--- config.mk ---
export PLATFORM = sky130hd
export DESIGN_NAME = cpu_mem_ctrl_flat
export DESIGN_NICKNAME = d
export VERILOG_FILES = /design/src/rtl/cpu_mem_ctrl_if.sv /design/src/rtl/cpu_mem_ctrl.sv /design/src/flat_wrapper.sv
export SDC_FILE = /design/constraint.sdc
export NUM_CORES = 1
export LEC_CHECK = 0
export ABC_AREA = 1
export BUFFER_PORTS_ARGS = -buffer_cell sky130_fd_sc_hd__buf_4
export CORE_AREA = 2 2 80 82
export DETAILED_ROUTE_END_ITERATION = 8
export DIE_AREA = 0 0 82 84
export GPL_ROUTABILITY_DRIVEN = 1
export PLACE_DENSITY = 0.89
export SLEW_MARGIN = 20
export SYNTH_ARGS = -nofsm -noshare
export SYNTH_HDL_FRONTEND = slang
export SYNTH_SLANG_ARGS = --single-unit
export TNS_END_PERCENT = 5
--- constraint.sdc ---
create_clock -name i_clk -period 2.8 [get_ports i_clk]
set_input_delay 0.42 -clock i_clk [delete_from_list [all_inputs] [get_ports i_clk]]
set_output_delay 0.42 -clock i_clk [all_outputs]
set_load 0.05 [all_outputs]
--- src/rtl/cpu_mem_ctrl_if.sv ---
// rtl/cpu_mem_ctrl_if.sv - CPU-side and memory-side bus signals of the sub-word load/store adapter
//
// CPU side : i_wb_stb, i_wb_we, i_wb_addr, i_wb_data, i_sel -> o_wb_data, o_wb_ack, o_wb_stall
// Mem side : o_wb_stb, o_wb_we, o_wb_addr, o_mem_wb_data, o_wb_sel -> i_mem_wb_data, i_wb_ack, i_wb_stall
// slave modport is the adapter's view; master modport is the surrounding system's view.
interface cpu_mem_ctrl_if;
  logic        i_wb_stb;
  logic        i_wb_we;
  logic [31:0] i_wb_addr;
  logic [31:0] i_wb_data;
  logic [2:0]  i_sel;
  logic [31:0] o_wb_data;
  logic        o_wb_ack;
  logic        o_wb_stall;

  logic        o_wb_stb;
  logic        o_wb_we;
  logic [31:0] o_wb_addr;
  logic [31:0] o_mem_wb_data;
  logic [3:0]  o_wb_sel;
  logic [31:0] i_mem_wb_data;
  logic        i_wb_ack;
  logic        i_wb_stall;

  modport slave (
    input  i_wb_stb, i_wb_we, i_wb_addr, i_wb_data, i_sel,
    output o_wb_data, o_wb_ack, o_wb_stall,
    output o_wb_stb, o_wb_we, o_wb_addr, o_mem_wb_data, o_wb_sel,
    input  i_mem_wb_data, i_wb_ack, i_wb_stall
  );

  modport master (
    output i_wb_stb, i_wb_we, i_wb_addr, i_wb_data, i_sel,
    input  o_wb_data, o_wb_ack, o_wb_stall,
    input  o_wb_stb, o_wb_we, o_wb_addr, o_mem_wb_data, o_wb_sel,
    output i_mem_wb_data, i_wb_ack, i_wb_stall
  );
endinterface

--- src/rtl/cpu_mem_ctrl.sv ---
// rtl/cpu_mem_ctrl.sv - byte/half/word load-store adapter between CPU bus and word-wide BRAM
//
// i_clk   : system clock, rising edge
// i_reset : asynchronous active-high reset
// bus     : cpu_mem_ctrl_if.slave, CPU request/response and memory request/response signals
// Requests and responses pass through combinationally; a 2-entry FIFO remembers the
// {code, offset} of each accepted request so the returning word can be lane-extracted.
module cpu_mem_ctrl (
  input  logic           i_clk,
  input  logic           i_reset,
  cpu_mem_ctrl_if.slave  bus
);

  logic [4:0]  fifo_mem [0:1];
  logic        wr_ptr;
  logic        rd_ptr;
  logic [1:0]  count;
  logic        full;
  logic        empty;
  logic        push;
  logic        pop;

  logic [4:0]  head;
  logic [2:0]  head_code;
  logic [1:0]  head_off;
  logic [4:0]  shamt;
  logic [31:0] shifted;
  logic [31:0] rdata;
  logic [3:0]  sel_out;
  logic [31:0] wdata_out;

  // Full is judged on the registered count only, so a same-cycle pop never
  // frees a slot for the request presented in that cycle.
  assign full  = (count == 2'd2);
  assign empty = (count == 2'd0);
  assign push  = bus.i_wb_stb & ~bus.o_wb_stall;
  assign pop   = bus.i_wb_ack & ~empty;

  assign bus.o_wb_stall    = bus.i_wb_stall | full;
  assign bus.o_wb_stb      = bus.i_wb_stb & ~full;
  assign bus.o_wb_we       = bus.i_wb_we;
  assign bus.o_wb_addr     = {bus.i_wb_addr[31:2], 2'b00};
  assign bus.o_wb_sel      = sel_out;
  assign bus.o_mem_wb_data = wdata_out;
  assign bus.o_wb_ack      = bus.i_wb_ack;
  assign bus.o_wb_data     = rdata;

  always_ff @(posedge i_clk or posedge i_reset) begin
    if (i_reset) begin
      wr_ptr <= 1'b0;
      rd_ptr <= 1'b0;
      count  <= 2'd0;
      for (int i = 0; i < 2; i++) begin
        fifo_mem[i] <= 5'd0;
      end
    end else begin
      if (push) begin
        fifo_mem[wr_ptr] <= {bus.i_sel, bus.i_wb_addr[1:0]};
        wr_ptr           <= ~wr_ptr;
      end
      if (pop) begin
        rd_ptr <= ~rd_ptr;
      end
      case ({push, pop})
        2'b10:   count <= count + 2'd1;
        2'b01:   count <= count - 2'd1;
        default: count <= count;
      endcase
    end
  end

  // Request lane steering; unlisted codes fall through to word access.
  always_comb begin
    sel_out   = 4'b1111;
    wdata_out = bus.i_wb_data;
    case (bus.i_sel)
      3'b000, 3'b100: begin
        sel_out   = 4'b0001 << bus.i_wb_addr[1:0];
        wdata_out = {4{bus.i_wb_data[7:0]}};
      end
      3'b001, 3'b101: begin
        sel_out   = bus.i_wb_addr[1] ? 4'b1100 : 4'b0011;
        wdata_out = {2{bus.i_wb_data[15:0]}};
      end
      default: ;
    endcase
  end

  // A spurious ack (nothing tracked) is decoded as a plain word read.
  assign head      = empty ? 5'b010_00 : fifo_mem[rd_ptr];
  assign head_code = head[4:2];
  assign head_off  = head[1:0];

  always_comb begin
    shamt = 5'd0;
    case (head_code)
      3'b000, 3'b100: shamt = {head_off, 3'b000};
      3'b001, 3'b101: shamt = {head_off[1], 4'b0000};
      default:        shamt = 5'd0;
    endcase
  end

  assign shifted = bus.i_mem_wb_data >> shamt;

  always_comb begin
    rdata = bus.i_mem_wb_data;
    case (head_code)
      3'b000:  rdata = {{24{shifted[7]}}, shifted[7:0]};
      3'b100:  rdata = {24'd0, shifted[7:0]};
      3'b001:  rdata = {{16{shifted[15]}}, shifted[15:0]};
      3'b101:  rdata = {16'd0, shifted[15:0]};
      default: rdata = bus.i_mem_wb_data;
    endcase
  end

endmodule

--- src/flat_wrapper.sv ---
// flat-port wrapper written by rule: the top's interface ports become plain ports
module cpu_mem_ctrl_flat 
  (i_clk, i_reset, bus_i_wb_stb, bus_i_wb_we, bus_i_wb_addr, bus_i_wb_data, bus_i_sel, bus_o_wb_data, bus_o_wb_ack, bus_o_wb_stall, bus_o_wb_stb, bus_o_wb_we, bus_o_wb_addr, bus_o_mem_wb_data, bus_o_wb_sel, bus_i_mem_wb_data, bus_i_wb_ack, bus_i_wb_stall);
  cpu_mem_ctrl_if bus_i ();
  input  logic i_clk;
  input  logic i_reset;
  input wire logic [$bits(bus_i.i_wb_stb)-1:0] bus_i_wb_stb;
  input wire logic [$bits(bus_i.i_wb_we)-1:0] bus_i_wb_we;
  input wire logic [$bits(bus_i.i_wb_addr)-1:0] bus_i_wb_addr;
  input wire logic [$bits(bus_i.i_wb_data)-1:0] bus_i_wb_data;
  input wire logic [$bits(bus_i.i_sel)-1:0] bus_i_sel;
  output wire logic [$bits(bus_i.o_wb_data)-1:0] bus_o_wb_data;
  output wire logic [$bits(bus_i.o_wb_ack)-1:0] bus_o_wb_ack;
  output wire logic [$bits(bus_i.o_wb_stall)-1:0] bus_o_wb_stall;
  output wire logic [$bits(bus_i.o_wb_stb)-1:0] bus_o_wb_stb;
  output wire logic [$bits(bus_i.o_wb_we)-1:0] bus_o_wb_we;
  output wire logic [$bits(bus_i.o_wb_addr)-1:0] bus_o_wb_addr;
  output wire logic [$bits(bus_i.o_mem_wb_data)-1:0] bus_o_mem_wb_data;
  output wire logic [$bits(bus_i.o_wb_sel)-1:0] bus_o_wb_sel;
  input wire logic [$bits(bus_i.i_mem_wb_data)-1:0] bus_i_mem_wb_data;
  input wire logic [$bits(bus_i.i_wb_ack)-1:0] bus_i_wb_ack;
  input wire logic [$bits(bus_i.i_wb_stall)-1:0] bus_i_wb_stall;
  assign bus_i.i_wb_stb = bus_i_wb_stb;
  assign bus_i.i_wb_we = bus_i_wb_we;
  assign bus_i.i_wb_addr = bus_i_wb_addr;
  assign bus_i.i_wb_data = bus_i_wb_data;
  assign bus_i.i_sel = bus_i_sel;
  assign bus_o_wb_data = bus_i.o_wb_data;
  assign bus_o_wb_ack = bus_i.o_wb_ack;
  assign bus_o_wb_stall = bus_i.o_wb_stall;
  assign bus_o_wb_stb = bus_i.o_wb_stb;
  assign bus_o_wb_we = bus_i.o_wb_we;
  assign bus_o_wb_addr = bus_i.o_wb_addr;
  assign bus_o_mem_wb_data = bus_i.o_mem_wb_data;
  assign bus_o_wb_sel = bus_i.o_wb_sel;
  assign bus_i.i_mem_wb_data = bus_i_mem_wb_data;
  assign bus_i.i_wb_ack = bus_i_wb_ack;
  assign bus_i.i_wb_stall = bus_i_wb_stall;
  cpu_mem_ctrl u_core (.i_clk(i_clk), .i_reset(i_reset), .bus(bus_i));
endmodule
==> results.tsv <==
stage	metric	value	unit
outcome	status	complete, no violations	
drt	dr.pass1.iters	4	
floorplanning	fp.dieW	82	um
timing	worst_pin_slew	513.9	ps
grt	grt_pass1_vias	2565	
critical_path	start_kind	register	
grt	met3_usage	4.004	%
placed_design	gp_congestion	0.8466	
critical_path	critPathSlowestCell	dfrtp_2	
clock_tree	cts.clk_slew.worst_paths	60	ps
yosys	synthDistinctLibCells	35	
yosys	synth_edf_count	0	
clock_tree	cts.htree.levels	1	
timing	drv_slew	0	
drt	drt-total-wl	7166	um
finish	final.fill_count	589	
critical_path	crit_family	simple AND/OR/NAND/NOR gates	
timing	worst_slack	165.6	ps
timing	slew_headroom	65.70	%
placed_design	numPortBuffers	144	
critical_path	crit_required	2380	ps
yosys	ys_ff_latch	14	
critical_path	cp_max_fo	24	
clock_tree	cts_buffers	3	
grt	overflow	0	
yosys	netlist_area	2321	sq um
placed_design	dpl.cell_count	549	
grt	grt_max_degree	31	
worst_hold_path	min_path_type	input port to asynchronous set/reset pin	
finish	antennaDiodeCount	0	
clock_tree	cts_hold_buf	0	
grt	gr-usage-all-layers	19.88	%
critical_path	cp_num_buf_inv	3	
yosys	synth_xor_area_share	1.132	%
placed_design	dp_hpwl	5812	um
critical_path	cp_slowest_stage_delay	470	ps
run	maxCapViolCount	0	
floorplanning	num_rows	29	
finish	fin_cells	557	
drt	vias	2804	
drt	route.detailed.drc	0	
finish	drive_gt1_share	40.21	%
critical_path	crit_path_cell_trace	o21ai_4 -> inv_2 -> nor2_4 -> buf_4 -> nand3_1 -> nand3_4 -> nand3_1 -> buf_4	
timing	clock.fmax	379.6	MHz
drt	wl_per_cell	12.87	um
yosys	synth_top_family_by_area	simple AND/OR/NAND/NOR gates	
yosys	yosys.area.top_type	nand2_1	
timing	period_share	94.09	%
clock_tree	clk_path_buf_depth	2	
timing	finalSetupTns	0	ps
yosys	synth_top_area_share	21.83	%
timing	fin_skew	4.798	ps
yosys	synth.area.top_cells	nand2_1 (22%), dfrtp_1 (15%), buf_4 (14%), nand3_2 (6.5%), nand3_1 (6.0%)	
drt	drtIter0Drc	69	
floorplanning	dieArea	6888	sq um
critical_path	path_class	register to output pin	
yosys	synth_compound_area_share	15.96	%
timing	finalHoldViolCount	0	
drt	routed_via_density	5.034	
clock_tree	clk_latency	250	ps
timing	period_minus_slack	2634	ps
floorplanning	die_h	84	um
placed_design	dp_slack	168.5	ps
clock_tree	root_buffer	clkbuf_8	
finish	syn2layout_area_growth	38.17	%
yosys	synth-simple-area-share	42.21	%
yosys	synthCells	382	
yosys	synth_fa_ha_area_share	0.5391	%
clock_tree	clock-sinks	14	
finish	finalInstanceArea	3207	sq um
grt	use_met1	20.65	%
grt	grt_pass1_wl	11120	um
grt	top_usage_layer	met2	
yosys	ys.warnings.count	0	
clock_tree	cts_tree	built	
grt	antenna_found_initial	0	
yosys	ys_seq_area_share	15.09	%
timing	setup_viol	0	
yosys	synth_area_per_cell	6.076	sq um
yosys	async_flop_share	100.0	%
floorplanning	start_util	38.07	%
grt	use_met2	38.58	%
finish	nets	587	
floorplanning	core_area	6096	sq um
critical_path	crit_arrival	2210	ps
yosys	ys.flop_type	dfrtp_1	
drt	ant_nets	0	
critical_path	end_kind	output pin	
placed_design	post_dp_cell_area	3103	sq um
floorplanning	io_pins	209	
finish	seqCellArea	352.8	sq um
yosys	synth.area.mux_share	0.4852	%
finish	multi_input_area	1420	sq um
-- cell type report --
type                       count  share of cell area, %
multi-input combinational    274                  44.28
timing repair buffer         152                  35.70
sequential                    14                  11.00
inverter                      36                  4.292
tap                           77                  3.004
clock buffer                   4                  1.717
-- cells in the mapped netlist (2+ instances only) --
cell type / count
xor2_1: 2
o21ai_0: 28
clkbuf_1: 6
nand2_1: 135
nor2_1: 6
buf_6: 6
nand4_1: 3
o21ai_1: 5
o211ai_1: 6
dfrtp_1: 14
nand3_4: 3
inv_1: 31
nor2_2: 3
a21oi_1: 21
nand2_2: 3
buf_2: 4
inv_2: 4
nand3_1: 28
nand3_2: 15
o21a_1: 3
buf_4: 42
-- repair_timing --
item,CTS,global route
pin swaps,0,4
gates cloned,0,0
resized for setup,2,3
buffers inserted,0,4
endpoints found under the hold margin,0,0
setup endpoints to repair,24,26
-- cells by family (layout without fill, tap and decap cells) --
| kind of cell | after synthesis | in the layout |
|---|---|---|
| flops | 14 | 14 |
| mux | 1 | 1 |
| fa+ha+maj | 1 | 1 |
| other cells | 1 | 2 |
| buf+inv | 95 | 192 |
| xor+xnor | 3 | 3 |
| compound gates | 66 | 66 |
| simple gates | 201 | 201 |
-- per-layer routing --
metal	up-vias	wire, um
met5	-	0
met2	146	3777
li1	1375	-
met1	1273	2593
met4	0	99
met3	10	695
-- registers in the layout, summed over array words and instances, names as in the netlist --
signal / cells
u_core.count: 2
u_core.rd_ptr: 1
u_core.fifo_mem: 10
u_core.wr_ptr: 1
-- placed cells by master (no fill, tap or decap) --
cell type,n
inv_2,4
ha_1,1
inv_4,1
o21ai_1,5
nor2_1,6
nand2_2,3
nand4_1,3
o21ai_4,1
nand2_1,135
buf_4,151
dfrtp_2,2
a21oi_4,1
nand3_2,15
inv_1,31
conb_1,2
nor2_2,2
xor2_1,2
xnor2_1,1
mux2_2,1
nand3_1,28
o21a_1,3
nor2_4,2
dfrtp_1,12
nand3_4,3
o21bai_1,1
a21oi_1,21
o211ai_1,6
and2_1,1
o21ai_0,28
nor2_8,1
clkbuf_8,4
nor3b_1,1
buf_6,1
or2_2,1
-- per-stage QoR --
stage / util (%) / hold WS, ps
after floorplan: - / 309.2
after global placement: 50.90 / 475.5
after detailed placement: 50.90 / 486.0
after CTS: 51.95 / 224.9
after global routing: 52.61 / 257.4
final: 52.61 / 206.8
-- final timing paths --
check	from	end	slack, ps	cells past startpoint
setup / recovery	u_core.rd_ptr$_DFFE_PP0P_	bus_o_wb_data[15]	170	8
hold / removal	i_reset	u_core.fifo_mem[1]$_DFFE_PP0P_	210	2
setup reg to reg	u_core.count[1]$_DFFE_PP0P_	u_core.count[1]$_DFFE_PP0P_	1180	8
hold reg to reg	u_core.fifo_mem[5]$_DFFE_PP0P_	u_core.fifo_mem[5]$_DFFE_PP0P_	500	2
max in group asynchronous	i_reset	u_core.count[0]$_DFFE_PP0P_	2210	2
min in group i_clk	bus_i_sel[2]	u_core.fifo_mem[9]$_DFFE_PP0P_	400	3
Power is left out: the tool's default activity adds up to more than one toggle a clock period on the data nets, which glitch-free logic cannot reach.
